<file path="src/rtl/divided_tick_counter_pkg.sv">
// Shared types and constants for the divided tick counter.
//   state_t  : control FSM encoding (IDLE, RUN, HOLD)
//   DIGIT_W  : bits per BCD digit
//   BCD_MAX  : largest legal BCD digit value
package divided_tick_counter_pkg;

    typedef enum logic [1:0] {
        IDLE = 2'd0,
        RUN  = 2'd1,
        HOLD = 2'd2
    } state_t;

    localparam int DIGIT_W = 4;
    localparam logic [DIGIT_W-1:0] BCD_MAX = 4'd9;

endpackage : divided_tick_counter_pkg

</file>
<file path="src/rtl/divided_tick_counter_bcd_digit.sv">
// One decade of the BCD event counter.
// Ports:
//   Clock  in   system clock, rising edge
//   Reset  in   asynchronous active-low reset, clears Digit
//   Clear  in   synchronous clear, wins over Inc
//   Inc    in   advance this digit by one
//   Digit  out  current value, always 0..9
//   Carry  out  combinational; Inc while Digit is 9 (rolls the next decade)
module bcd_digit
    import divided_tick_counter_pkg::*;
(
    input  logic               Clock,
    input  logic               Reset,
    input  logic               Clear,
    input  logic               Inc,
    output logic [DIGIT_W-1:0] Digit,
    output logic               Carry
);

    logic at_max;

    assign at_max = (Digit == BCD_MAX);
    assign Carry  = Inc & at_max;

    always_ff @(posedge Clock or negedge Reset) begin
        if (!Reset) begin
            Digit <= '0;
        end else if (Clear) begin
            Digit <= '0;
        end else if (Inc) begin
            // 9 wraps straight to 0 so A..F can never appear
            Digit <= at_max ? '0 : Digit + 4'd1;
        end
    end

endmodule : bcd_digit

</file>
<file path="src/rtl/divided_tick_counter.sv">
// Counts falling edges of the clock divider's active-low output.
// DivIn is synchronised, each falling edge becomes a one-cycle Tick, and
// Ticks are accumulated in a BCD counter while the control FSM is in RUN.
// Ports:
//   Clock     in   system clock, rising edge
//   Reset     in   asynchronous active-low reset
//   DivIn     in   divider output, idles high, low marks an event
//   Start     in   level; enter or resume counting
//   Stop      in   level; freeze the count
//   Clear     in   level; zero count and overflow, go to IDLE
//   Tick      out  one-cycle pulse per DivIn falling edge (all states)
//   Running   out  high while the FSM is in RUN
//   Count     out  packed BCD, digit 0 in [3:0]
//   Overflow  out  sticky flag, set when the all-9s value wraps
// Handshake: there is no valid/ready pairing here; Start/Stop/Clear are
// plain levels sampled every cycle and Tick is an unacknowledged pulse.
module divided_tick_counter
    import divided_tick_counter_pkg::*;
#(
    parameter int DIGITS      = 4,
    parameter int SYNC_STAGES = 2
) (
    input  logic                      Clock,
    input  logic                      Reset,
    input  logic                      DivIn,
    input  logic                      Start,
    input  logic                      Stop,
    input  logic                      Clear,
    output logic                      Tick,
    output logic                      Running,
    output logic [DIGITS*DIGIT_W-1:0] Count,
    output logic                      Overflow
);

    logic [SYNC_STAGES-1:0] sync;
    logic                   hist;
    logic                   tick_next;
    logic                   count_inc;
    logic [DIGITS:0]        carry;
    state_t                 state;
    state_t                 state_next;

    // Synchroniser and edge history reset high so an idle-high input
    // produces no spurious edge when reset releases.
    always_ff @(posedge Clock or negedge Reset) begin
        if (!Reset) begin
            sync <= '1;
            hist <= 1'b1;
            Tick <= 1'b0;
        end else begin
            sync <= {sync[SYNC_STAGES-2:0], DivIn};
            hist <= sync[SYNC_STAGES-1];
            Tick <= tick_next;
        end
    end

    assign tick_next = hist & ~sync[SYNC_STAGES-1];

    // The count advances on the same edge that raises Tick, using the
    // state before this edge's transition: a tick with Stop in RUN still
    // counts, a tick with Start in IDLE/HOLD does not.
    assign count_inc = tick_next & (state == RUN) & ~Clear;

    always_ff @(posedge Clock or negedge Reset) begin
        if (!Reset) begin
            state <= IDLE;
        end else begin
            state <= state_next;
        end
    end

    always_comb begin
        state_next = state;
        if (Clear) begin
            state_next = IDLE;
        end else begin
            unique case (state)
                IDLE: if (Start) state_next = RUN;
                RUN:  if (Stop)  state_next = HOLD;
                HOLD: if (Start) state_next = RUN;
                default:         state_next = IDLE;
            endcase
        end
    end

    assign Running = (state == RUN);

    assign carry[0] = count_inc;

    for (genvar g = 0; g < DIGITS; g++) begin : g_digit
        bcd_digit u_digit (
            .Clock (Clock),
            .Reset (Reset),
            .Clear (Clear),
            .Inc   (carry[g]),
            .Digit (Count[g*DIGIT_W +: DIGIT_W]),
            .Carry (carry[g+1])
        );
    end

    // Carry out of the top digit means the all-9s value just wrapped to 0.
    always_ff @(posedge Clock or negedge Reset) begin
        if (!Reset) begin
            Overflow <= 1'b0;
        end else if (Clear) begin
            Overflow <= 1'b0;
        end else if (carry[DIGITS]) begin
            Overflow <= 1'b1;
        end
    end

endmodule : divided_tick_counter

</file>
<file path="config.mk">
export PLATFORM = sky130hd
export DESIGN_NAME = divided_tick_counter
export DESIGN_NICKNAME = d
export VERILOG_FILES = /design/src/rtl/divided_tick_counter_pkg.sv /design/src/rtl/divided_tick_counter_bcd_digit.sv /design/src/rtl/divided_tick_counter.sv
export SDC_FILE = /design/constraint.sdc
export NUM_CORES = 1
export LEC_CHECK = 0
export ABC_AREA = 0
export CAP_MARGIN = 5
export CORE_MARGIN = 8
export CORE_UTILIZATION = 30
export CTS_BUF_LIST = sky130_fd_sc_hd__clkbuf_2
export CTS_CLUSTER_DIAMETER = 30
export DETAILED_ROUTE_END_ITERATION = 16
export GPL_ROUTABILITY_DRIVEN = 0
export HOLD_SLACK_MARGIN = 0.05
export PLACE_DENSITY = 0.57
export SETUP_SLACK_MARGIN = 0.15
export SLEW_MARGIN = 20
export SYNTH_ARGS = -nofsm -noshare
export SYNTH_HDL_FRONTEND = slang
export SYNTH_HIERARCHICAL = 1
export SYNTH_SLANG_ARGS = --single-unit
</file>
<file path="constraint.sdc">
create_clock -name Clock -period 7.1 [get_ports Clock]
set_clock_uncertainty 0.05 [all_clocks]
set_input_delay 1.42 -clock Clock [delete_from_list [all_inputs] [get_ports Clock]]
set_output_delay 1.42 -clock Clock [all_outputs]
set_load 0.01 [all_outputs]
</file>
* Word level (Yosys, flattened, before mapping)
Cells that the tools add are included.
** Word-level totals
- Bits in registers :: 23
- Input port bits :: 6
** Operators by class
- $add $sub $neg :: 4
- Equal/unequal tests :: 8
- Multiplexer cells :: 18
- Bitwise gates (word level) :: 9
- Reduce and logical (&&, ||, !) cells :: 8
** Operators with widths (count)
- 4-bit two-way mux :: 12
- 4-bit by 1-bit adder with 4-bit output (second input constant) :: 4
- 4-bit == test (second input constant) :: 4
- 2-bit nonzero test :: 5
- 1-bit AND :: 7
- 2-bit two-way mux :: 3
- 2-bit one-hot mux with 2 select lines :: 1
- 3-bit by 1-bit inequality test with 1-bit output (second input constant) :: 1
- 3-bit inequality test (second input constant) :: 1
- 2-bit by 1-bit == test with 1-bit output (second input constant) :: 1
- 2-bit == test (second input constant) :: 1
- 2-bit logical NOT :: 1
- 1-bit two-way mux :: 2
- 1-bit NOT :: 2
- 2-bit AND reduction :: 1
- 2-bit OR reduction :: 1

* Logic depth before layout (Yosys ltp)
- Word-level depth :: 10
- Depth in mapped cells :: 12

* Hierarchy
Netlist, hierarchy kept.
** By module, submodules not included
- bcd_digit :: instances 4, cells each 26, area an instance 241.5 um^2
- divided_tick_counter :: instances 1, cells each 18, area an instance 249.0 um^2

* Worst setup path before layout
No wires, ideal clock.
- Path kind :: input port to flip-flop
- Start :: input port Clear
- End :: register g_digit[3].u_digit.Digit[2]
- Library setup time :: 73 ps
- Data arrival time :: 3215 ps
- Required time :: 6977 ps
- Slack :: 3762 ps
- Cell stages on the path :: 10
- Cell sequence :: and3b_1 > inv_1 > nor2_1 > inv_1 > nor2_1 > inv_1 > nor2_1 > nand2_2 > a211o_1 > a21oi_2
** On the way
- Word-level cells in the longest chain between the ends :: 6
- Elaborated cells between the ends (all ways) :: 7
** Ends and longest elaborated chain
- from (decl) :: RTL line divided_tick_counter.sv:28 : input logic Clear,
- 1-bit NOT :: RTL line divided_tick_counter.sv:62 : assign count_inc = tick_next & (state == RUN) & ~Clear;
- 1-bit AND :: RTL line divided_tick_counter.sv:62
- 1-bit AND :: RTL line divided_tick_counter_bcd_digit.sv:23 : assign Carry = Inc & at_max;
- named net carry[1] :: RTL line divided_tick_counter.sv:39 : logic [DIGITS:0] carry;
- 1-bit AND :: RTL line divided_tick_counter_bcd_digit.sv:23
- named net carry[2] :: RTL line divided_tick_counter.sv:39
- 1-bit AND :: RTL line divided_tick_counter_bcd_digit.sv:23
- named net carry[3] :: RTL line divided_tick_counter.sv:39
- 2-bit nonzero test (no source line)
- to (signal assigned) :: RTL line divided_tick_counter_bcd_digit.sv:32 : Digit <= at_max ? '0 : Digit + 4'd1;
- to (decl) :: RTL line divided_tick_counter_bcd_digit.sv:16 : output logic [DIGIT_W-1:0] Digit,
The timed path passes the listed nets, and every way through them passes these cells.
A chain may end at the register's enable or synchronous reset.

* Worst setup path after layout
- Start :: input port Clear
- End :: register g_digit[3].u_digit.Digit[2]
** On the way
- Word-level cells in the longest chain between the ends :: 6
- Elaborated cells between the ends (all ways) :: 7
** Ends and longest elaborated chain (RTL line)
- 1-bit NOT :: divided_tick_counter.sv:62
- 1-bit AND :: divided_tick_counter.sv:62
- named net carry[0] :: divided_tick_counter.sv:39
- 1-bit AND :: divided_tick_counter_bcd_digit.sv:23
- named net carry[1] :: divided_tick_counter.sv:39
- 1-bit AND :: divided_tick_counter_bcd_digit.sv:23
- named net carry[2] :: divided_tick_counter.sv:39
- 1-bit AND :: divided_tick_counter_bcd_digit.sv:23
- named net carry[3] :: divided_tick_counter.sv:39
- 2-bit nonzero test (no source line)
The timed path passes the listed nets, and every way through them passes these cells.

==> flow_metrics.py <==
metrics = {
    "route": {
        "drt-pass1-iter-count": 4,
        "wl_per_cell_um": 12.92,
        "drt-initial-drc-count": 79,
        "vias": 973,
        "wl_mm": 2.584,
        "ant_nets": 0,
        "viasPerCell": 4.865,
        "drc_errors": 0,
    },
    "global_routing": {
        "grtUsageTotal_pct": 8.531,
        "top_usage_layer": "met2",
        "gr-usage-met3_pct": 2.590,
        "groute.layer.met1.usage_pct": 9.920,
        "grt_max_degree": 24,
        "overflow": 0,
        "use_met2_pct": 14.10,
        "antenna_found_initial": 0,
        "grt_pass1_wl_mm": 4.450,
        "grt_pass1_vias": 1001,
    },
    "floorplanning": {
        "start_util_pct": 30.82,
        "ioPinCount": 25,
        "dieArea_um2": 6342,
        "std_cell_rows": 23,
        "die_h_um": 79.64,
        "die_w_um": 79.64,
        "core-area_um2": 3943,
    },
    "power": {
        "power_frac_comb_pct": 6.0,
        "pwr-share-seq_pct": 67.9,
        "ir_worst_vdd_mv": 0.07753,
        "pwr-share-clk_pct": 26.1,
        "switching_share_pct": 23.67,
        "p_switching_w": 0.00004703,
        "power.leakage_nw": 0.5857,
        "p_int_w": 0.0001517,
        "p_per_area_nw_per_um2": 129.6,
    },
    "clocking": {
        "htree_levels": 1,
        "cts_tree": "done",
        "post_cts_buffers": 0,
        "ctsHoldBuffers": 0,
        "clock_latency_ps": 320,
        "path_clk_slew_ps": 210,
        "cts_buffer_depth": 2,
        "cts_resized": 0,
        "cts_num_sinks": 23,
        "ctsRootBufferMaster": "clkbuf_2",
        "cts_buffers": 3,
    },
    "synthesis": {
        "synth_nets": 136,
        "synth_common_cells": "20 x dfrtp_1, 16 x nand2_1, 14 x a21oi_1",
        "syn_inst": 122,
        "syn_avg_cell_area_um2": 9.958,
        "ys_async_sr_fraction_pct": 100.0,
        "ys_types": 18,
        "synth.most_common_cell": "dfrtp_1",
        "synth-seq-cells": 23,
        "synth_enable_flop_cells": 0,
        "ys_warn_count": 6,
        "yosysSeqAreaShare_pct": 47.68,
        "mappedNetlistArea_um2": 1215,
        "synth_top_area_share_pct": 41.19,
        "synth.area.top_cells": "dfrtp_1 41%, ha_1 8.2%, nand3b_1 8.0%, dfstp_2 6.5%, a21oi_1 5.8%",
        "synth_top_area_cell": "dfrtp_1",
        "synthFlopType": "dfrtp_1",
    },
    "setup_path": {
        "cp-end-kind": "flip-flop",
        "endpoint": "g_digit[3].u_digit/Digit[2]",
        "cp-startpoint": "Clear",
        "worstSetupStartpointType": "input port",
        "crit_fanout": 20,
        "reg2reg_to": "g_digit[3].u_digit/Digit[2]",
        "reg2reg_from": "hist",
        "crit_type": "input port to flip-flop",
        "ff2ff_path_depth": 11,
        "crit_arrival_ps": 4550,
        "r2r_slack_ps": 4170,
        "cp.required_ps": 7320,
    },
    "placement": {
        "port_buffers": 24,
        "place_area_um2": 1518,
        "hpwl_mm": 1.852,
        "dp_slack_ps": 2393,
        "dp.cells": 196,
    },
    "cells_and_area": {
        "multi_input_area_um2": 605.6,
        "final-instance-count-excl-fill": 200,
        "final_nets": 165,
        "seqCellArea_um2": 579.3,
        "antennaDiodeCount": 0,
        "fillers": 368,
        "layout-drive-gt1-share_pct": 13.33,
        "fin_area_um2": 1533,
        "syn2layout_area_growth_pct": 26.16,
    },
    "timing": {
        "post-route-period-util_pct": 61.07,
        "maxSlewViolCount": 0,
        "worst_slew_pin_slew_ps": 823.7,
        "worst_slack_ps": 2764,
        "rsz0062_at_grt": "false",
        "slew_headroom_pct": 44.92,
        "fmax_mhz": 230.6,
        "hold_viol": 0,
        "fin_crit_ps": 4336,
        "fin_tns_setup_ps": 0,
        "setup_viol": 0,
    },
    "run_status": {
        "status": "complete, no violations",
    },
    "min_path": {
        "hold_path_depth": 0,
        "holdCritPathClass": "flip-flop to flip-flop",
    },
    "flow_run": {
        "drv_cap": 0,
    },
}
[power by group through the flow]
stage,combinational [W],clock [W],sequential (W)
2_1_floorplan,0.00000268,0,0.000137
3_3_place_gp,0.0000125,0,0.000137
3_5_place_dp,0.0000128,0,0.000137
4_1_cts,0.0000128,0.0000571,0.000135
5_1_grt,0.0000136,0.0000612,0.000135
6_report,0.0000120,0.0000519,0.000135
[per-stage QoR]
step | power (W) | utilization, % | hold WS, ps
3_3_place_gp | 0.0001495 | 38.50 | 298.2
4_1_cts | 0.0002048 | 39.00 | 325.5
2_1_floorplan | 0.0001398 | - | 295.2
3_5_place_dp | 0.0001499 | 38.50 | 298.4
5_1_grt | 0.0002103 | 38.88 | 328.2
6_report | 0.0001987 | 38.88 | 323.0
[worst min path at each step]
stage                       start  endpoint  slack [ps]
after detailed placement  sync[0]   sync[1]         300
after CTS                 sync[0]   sync[1]         330
after global routing      sync[0]   sync[1]         330
after global placement    sync[0]   sync[1]         300
after floorplan           sync[0]   sync[1]         300
final                     sync[0]   sync[1]         320
[state kept, by name (all words and copies together) (netlist names)]
| name | flops |
|---|---|
| sync | 2 |
| g_digit.u_digit/Digit | 16 |
| Overflow | 1 |
| Tick | 1 |
| hist | 1 |
| state | 2 |
[worst max-delay path, stage by stage]
cell and delay [ps]:
clkdlybuf4s50_1 830, and3b_1 490, inv_1 100, nor2_1 310
inv_1 120, nor2_1 330, inv_1 130, nor2_1 330
nand2_2 90, a211o_1 290, a21oi_2 100
[routing by layer]
layer | wire length [µm] | vias up
met3 | 133 | 4
met4 | 35 | 0
met1 | 1160 | 472
met5 | 0 | -
li1 | - | 483
met2 | 1255 | 14
[layout by cell type (no fill, tap or decap), types with 6 or more instances in the layout]
cell             instances
clkdlybuf4s50_1         23
dfrtp_1                 20
nand2_1                 16
a21oi_1                 14
nand3b_1                13
inv_1                    8
o21ai_0                  8
ha_1                     8
nor2_1                   6
[kinds of logic after synthesis]
group | Yosys count | share of synthesized area, %
flip-flops | 23 | 47.68
AO/OA/AOI/OAI | 34 | 17.30
AND/OR/NAND/NOR | 49 | 24.30
buffers and inverters | 8 | 2.472
adder cells (fa/ha/maj) | 8 | 8.239
[layout make-up]
cell class	instances	area share [%]
inverter	8	1.959
timing repair buffer	24	15.35
sequential	23	37.80
tap	50	4.082
clock buffer	3	0.9796
multi-input combinational	91	39.51
clock inverter	1	0.3265
Note: power is estimated with default switching activity, not from simulation.
